`src/rtl/mips_pkg.sv`:
```
// Shared definitions for the HI/LO multiply/divide unit.
// Latency: n/a (types and constants only).
// Backpressure: n/a.
package mips_pkg;

    // Operand/result width; the datapath only supports 32.
    localparam int MIPS_XLEN = 32;

    // Operation encodings presented on the op port.
    typedef enum logic [1:0] {
        OP_MULT  = 2'b00,
        OP_MULTU = 2'b01,
        OP_DIV   = 2'b10,
        OP_DIVU  = 2'b11
    } op_e;

    // Sequencer states: idle, one iteration per RUN cycle, result write-back.
    typedef enum logic [1:0] {
        ST_IDLE = 2'b00,
        ST_RUN  = 2'b01,
        ST_FIN  = 2'b10
    } state_e;

endpackage

```
`src/rtl/mips_muldiv.sv`:
```
// Iterative MULT/MULTU/DIV/DIVU unit owning the HI/LO registers (divider built only with MIPS_MULDIV_DIV_EN).
// Latency: start accepted at edge E0, HI/LO written and done pulsed at E33 (34 edges total).
// Backpressure: start only accepted while idle; start and MTHI/MTLO strobes are dropped while busy.
module mips_muldiv
    import mips_pkg::*;
#(
    parameter int XLEN = MIPS_XLEN
) (
    input  logic            clk,
    input  logic            reset,
    input  logic            start,
    input  logic [1:0]      op,
    input  logic [XLEN-1:0] rs_val,
    input  logic [XLEN-1:0] rt_val,
    input  logic            hi_we,
    input  logic            lo_we,
    input  logic [XLEN-1:0] wdata,
    output logic            busy,
    output logic            done,
    output logic [XLEN-1:0] hi,
    output logic [XLEN-1:0] lo
);

    localparam int CW = $clog2(XLEN);

    state_e              r_state;
    state_e              w_state_nxt;
    logic [CW-1:0]       r_cnt;
    logic [XLEN-1:0]     r_a;          // multiplicand or divisor magnitude
    logic [2*XLEN-1:0]   r_p;          // product accumulator or {remainder, dividend/quotient}
    logic                r_neg_res;    // operand signs differ: negate product / quotient

    logic                w_op_ok;
    logic                w_accept;
    logic                w_signed;
    logic                w_rs_neg;
    logic                w_rt_neg;
    logic [XLEN-1:0]     w_rs_mag;
    logic [XLEN-1:0]     w_rt_mag;
    logic [XLEN:0]       w_mul_sum;
    logic [2*XLEN-1:0]   w_mul_nxt;
    logic [2*XLEN-1:0]   w_prod;
    logic [XLEN-1:0]     w_hi_res;
    logic [XLEN-1:0]     w_lo_res;

`ifdef MIPS_MULDIV_DIV_EN
    logic                r_is_div;
    logic                r_neg_rem;    // remainder takes the dividend's sign
    logic                r_dz;         // divisor was zero
    logic [XLEN:0]       w_div_sh;
    logic                w_div_ge;
    logic [XLEN-1:0]     w_div_rem;
    logic [2*XLEN-1:0]   w_div_nxt;
    logic [XLEN-1:0]     w_quo;
    logic [XLEN-1:0]     w_rem;

    assign w_op_ok = 1'b1;
`else
    // Without the divider, divide ops are simply never accepted.
    assign w_op_ok = ~op[1];
`endif

    assign w_accept = start && (r_state == ST_IDLE) && w_op_ok;
    assign w_signed = (op == OP_MULT) || (op == OP_DIV);
    assign w_rs_neg = w_signed && rs_val[XLEN-1];
    assign w_rt_neg = w_signed && rt_val[XLEN-1];
    assign w_rs_mag = w_rs_neg ? -rs_val : rs_val;
    assign w_rt_mag = w_rt_neg ? -rt_val : rt_val;

    // Shift-add step: add multiplicand into the upper half when the current multiplier bit is set, then shift right.
    assign w_mul_sum = {1'b0, r_p[2*XLEN-1:XLEN]} + (r_p[0] ? {1'b0, r_a} : '0);
    assign w_mul_nxt = {w_mul_sum, r_p[XLEN-1:1]};
    assign w_prod    = r_neg_res ? -r_p : r_p;

`ifdef MIPS_MULDIV_DIV_EN
    // Restoring step: shift next dividend bit into the remainder, subtract divisor if it fits.
    assign w_div_sh  = r_p[2*XLEN-1:XLEN-1];
    assign w_div_ge  = (w_div_sh >= {1'b0, r_a});
    assign w_div_rem = w_div_ge ? (w_div_sh[XLEN-1:0] - r_a) : w_div_sh[XLEN-1:0];
    assign w_div_nxt = {w_div_rem, r_p[XLEN-2:0], w_div_ge};
    assign w_quo     = r_p[XLEN-1:0];
    assign w_rem     = r_p[2*XLEN-1:XLEN];
`endif

    // Final sign fix-up of the iterated magnitudes into HI/LO values.
    always_comb begin
        w_hi_res = w_prod[2*XLEN-1:XLEN];
        w_lo_res = w_prod[XLEN-1:0];
`ifdef MIPS_MULDIV_DIV_EN
        if (r_is_div) begin
            // A zero divisor yields all-ones quotient and the dividend as remainder.
            w_lo_res = r_dz ? '1 : (r_neg_res ? -w_quo : w_quo);
            w_hi_res = r_neg_rem ? -w_rem : w_rem;
        end
`endif
    end

    // State register and iteration counter.
    always_ff @(posedge clk) begin
        if (reset) begin
            r_state <= ST_IDLE;
            r_cnt   <= '0;
        end else begin
            r_state <= w_state_nxt;
            if (w_accept)
                r_cnt <= '0;
            else if (r_state == ST_RUN)
                r_cnt <= r_cnt + 1'b1;
        end
    end

    // Next-state: leave RUN after the last of XLEN iterations; FIN always returns to IDLE.
    always_comb begin
        w_state_nxt = r_state;
        case (r_state)
            ST_IDLE: if (w_accept) w_state_nxt = ST_RUN;
            ST_RUN:  if (r_cnt == CW'(XLEN-1)) w_state_nxt = ST_FIN;
            ST_FIN:  w_state_nxt = ST_IDLE;
            default: w_state_nxt = ST_IDLE;
        endcase
    end

    // Busy covers both the iteration and the write-back cycle.
    always_comb begin
        busy = (r_state != ST_IDLE);
    end

    // Operand capture at accept, then one iteration per RUN cycle.
    always_ff @(posedge clk) begin
        if (reset) begin
            r_a       <= '0;
            r_p       <= '0;
            r_neg_res <= 1'b0;
`ifdef MIPS_MULDIV_DIV_EN
            r_is_div  <= 1'b0;
            r_neg_rem <= 1'b0;
            r_dz      <= 1'b0;
`endif
        end else if (w_accept) begin
            r_neg_res <= w_rs_neg ^ w_rt_neg;
`ifdef MIPS_MULDIV_DIV_EN
            r_is_div  <= op[1];
            r_neg_rem <= w_rs_neg;
            r_dz      <= (rt_val == '0);
            if (op[1]) begin
                r_a <= w_rt_mag;
                r_p <= {{XLEN{1'b0}}, w_rs_mag};
            end else begin
                r_a <= w_rs_mag;
                r_p <= {{XLEN{1'b0}}, w_rt_mag};
            end
`else
            r_a <= w_rs_mag;
            r_p <= {{XLEN{1'b0}}, w_rt_mag};
`endif
        end else if (r_state == ST_RUN) begin
`ifdef MIPS_MULDIV_DIV_EN
            r_p <= r_is_div ? w_div_nxt : w_mul_nxt;
`else
            r_p <= w_mul_nxt;
`endif
        end
    end

    // HI/LO: result write-back in FIN, MTHI/MTLO only while idle.
    always_ff @(posedge clk) begin
        if (reset) begin
            hi <= '0;
            lo <= '0;
        end else if (r_state == ST_FIN) begin
            hi <= w_hi_res;
            lo <= w_lo_res;
        end else if (r_state == ST_IDLE) begin
            if (hi_we) hi <= wdata;
            if (lo_we) lo <= wdata;
        end
    end

    // One-cycle completion pulse following the write-back edge.
    always_ff @(posedge clk) begin
        if (reset)
            done <= 1'b0;
        else
            done <= (r_state == ST_FIN);
    end

endmodule

```
`config.mk`:
```
export PLATFORM = sky130hd
export DESIGN_NAME = mips_muldiv
export DESIGN_NICKNAME = d
export VERILOG_FILES = /design/src/rtl/mips_pkg.sv /design/src/rtl/mips_muldiv.sv
export SDC_FILE = /design/constraint.sdc
export NUM_CORES = 1
export LEC_CHECK = 0
export CAP_MARGIN = 20
export CORE_MARGIN = 2
export CORE_UTILIZATION = 59
export DETAILED_ROUTE_END_ITERATION = 8
export PLACE_DENSITY = 0.86
export SLEW_MARGIN = 25
export SYNTH_ARGS = -nofsm -noshare
export SYNTH_HDL_FRONTEND = slang
export SYNTH_SLANG_ARGS = --single-unit
```
`constraint.sdc`:
```
create_clock -name clk -period 7.95 [get_ports clk]
set_input_delay 1.59 -clock clk [delete_from_list [all_inputs] [get_ports clk]]
set_output_delay 1.59 -clock clk [all_outputs]
set_load 0.01 [all_outputs]
```
==> qor.csv <==
metric,value,unit
outcome,finished clean,
relative slew slack,36.2,%
worst reg2reg path depth,9,
cell area after synthesis,10800,um^2
worst r2r dst,hi[24]$_SDFFE_PP0P_,
via-per-instance ratio,6.25,
maximum buffer depth of the clock tree,2,
clk_lat worst skew,0.44,ns
Port Buffers,168,
Post-synth EDFFs,0,
Post-Synth Adder-Cell Area,4.46,%
Tcrit/Tclk final,58.7,%
final slew viol count,0,
1st-pass router iterations,6,
share of layout cells above drive strength 1,4.26,%
Synth Instances,1434,
number of hold violations in the final report,0,
clk_skew,0.0144,ns
crit end category,flop,
CP arrival,5.02,ns
startpoint types,primary input,
Cells on Worst Hold Path,2,
global-route wire length before repair,51100,um
Iter 0 DRT Violations,1162,
r2r setup slk,4.23,ns
vias in the first global route,9812,
DRC viols,0,
# hold bufs at CTS,0,
Hold Crit Class,reg -> reg,
Root Driver,clkbuf_16,
top cell type's share of synthesized area,31.2,%
worst flop-to-flop path startpoint,r_p[9]$_SDFFE_PP0P_,
initial antenna violation count,0,
Mapped Nets,1575,
critical path launch point,rs_val[10],
Syn-to-layout area delta,21.3,%
Setup Crit Path Kind,in -> reg,
Top Ports,169,
count of maximum capacitance violations,0,
Cell Rows,49,
hold wc startpoint,r_a[0]$_SDFFE_PP0P_,
LEAKAGE,4.78,nW
Yosys reg bits,169,
GRT Overall Usage,32.0,%
fin util,73.1,%
CORE AREA,18000,um^2
compound-cell area share of the yosys netlist,24.8,%
Hold EP,r_a[0]$_SDFFE_PP0P_,
top post-synthesis cells by area,"dfxtp_1 31%, nor2_1 6.9%, xor2_1 6.4%",
post-route insts no fill,1777,
crit path time final,4.67,ns
Die Wd,139,um
largest net degree at the start of global routing,94,
Final nets,1676,
worst-margin pin slew,0.957,ns
Die ar.,19500,um^2
simple-gate portion of the synthesized area,24.0,%
CTS Sinks,169,
fmax,214,MHz
post-route antenna net violation count,0,
Crit Path Max Fanout,4,
top_reg_cell synth,dfxtp_1,
drt total wl,31800,um
Avg Inst Size Synth,7.55,um^2
CTS tree,yes,
sequential area share after synthesis,31.2,%
YS warnings,0,
largest family of logic cells by synthesized area,compound AO/OA/AOI/OAI gates,
WP data required,8.30,ns
Initial Util,60.3,%
Final GP Congestion,0.924,
power per cell area,167,nW/um^2
detailed placement HPWL,23200,um
Post-Route Setup TNS,0,ns
CTS H-tree depth,4,
Post-synth ARST share,0,%
CTS Buf Count,17,
Routed WL per cell,17.9,um
"top cells by count, synth","200 x nor2_1, 177 x nand2_1, 169 x dfxtp_1",
via count,11100,
unrepaired setup endpoints after global routing,false,
VDD IR max,0.158,mV
GRT overflow,0,
Setup Buffers After CTS,0,
most frequent cell after synthesis,nor2_1,
Antenna Cells,0,
post-placement cell count,1745,
Synth Area in XOR/XNOR,10.9,%
cell accounting for the most synthesized area,dfxtp_1,
clock-pin slew on the worst setup and hold paths,0.07,ns
Die Y,139,um
post-CTS resize count,0,
mux cell area share after synthesis,0.555,%
Setup Viol. Count Final,0,
"Distinct cells, synth",58,
cell families after synthesis:
family,count (synthesis)
compound gates,408
mux,6
flops,169
simple gates,565
xor+xnor,135
buf+inv,113
fa+ha+maj,38
stage by stage:
step	setup slack [ns]	cell area, um^2	hold WS (ns)	total power [mW]
6_report	3.28	13100	0.455	2.20
5_1_grt	3.01	13100	0.478	2.29
4_1_cts	3.27	13100	0.457	2.19
3_5_place_dp	2.86	12500	0.447	1.36
3_3_place_gp	2.94	12500	0.444	1.35
2_1_floorplan	3.66	10800	0.432	1.18
power breakdown:
| group | total, mW | internal [mW] | switching (mW) |
|---|---|---|---|
| sequential | 0.949 | 0.896 | 0.0527 |
| combinational | 0.402 | 0.183 | 0.219 |
| clock | 0.849 | 0.451 | 0.397 |
cell usage in the layout (no fill, tap or decap), drive strengths merged, types with 3 or more instances in the layout:
cell type / netlist / final
a311oi: 31 / 31
nor2b: 8 / 8
clkdlybuf4s50: 0 / 167
a221oi: 6 / 6
or2: 8 / 8
nor4: 18 / 18
nand2b: 10 / 10
a21oi: 121 / 121
or3: 16 / 16
clkbuf: 85 / 17
o22ai: 12 / 12
o21ai: 63 / 63
a21o: 11 / 11
and2: 35 / 35
ha: 37 / 37
o31ai: 28 / 28
nor3b: 4 / 4
a2111oi: 12 / 12
and3: 4 / 4
xnor2: 56 / 56
o211ai: 6 / 6
xor2: 79 / 79
buf: 9 / 9
nand4: 6 / 6
a211oi: 61 / 61
or4: 18 / 18
a22oi: 10 / 10
clkinv: 0 / 3
nor3: 28 / 28
o41ai: 19 / 19
a31oi: 10 / 10
inv: 19 / 28
o21bai: 3 / 3
nand2: 177 / 177
nand3: 30 / 30
mux2i: 6 / 6
nor2: 200 / 200
dfxtp: 169 / 169
worst max path at each step:
stage                                end
floorplan           r_a[27]$_SDFFE_PP0P_
global placement    r_a[27]$_SDFFE_PP0P_
detailed placement  r_a[27]$_SDFFE_PP0P_
CTS                 r_a[27]$_SDFFE_PP0P_
global route        r_a[27]$_SDFFE_PP0P_
finish              r_a[27]$_SDFFE_PP0P_
area by class of cell:
class	count	area (um^2)
Clock inverter	15	178
Inverter	19	71.3
Tap cell	229	287
Timing Repair Buffer	176	1740
Multi-Input combinational cell	1152	7040
Sequential cell	169	3390
Fill cell	1460	4830
Clock buffer	17	425
state kept, by name, indices dropped and copies added (netlist names):
signal	count
r_p	64
hi	32
lo	32
r_a	32
r_cnt	5
r_state	2
done	1
r_neg_res	1
per-layer routing:
metal,vias to the layer above,GRT usage [%],wire length [um]
met2,573,48.1,13800
met1,5077,46.6,14000
met3,66,6.68,3180
li1,5394,-,-
met4,0,9.04,780
met5,-,0,0
critical path, stage by stage:
cell and delay (ns):
clkdlybuf4s50_1 0.47, or4_1 0.56, or3_1 0.38, or4_1 0.46
nand2b_1 0.20, or3_1 0.38, nor4_1 0.42, a21oi_1 0.16
xnor2_1 0.16, a211oi_1 0.24
No activity file was read; power rests on OpenSTA's default activity.
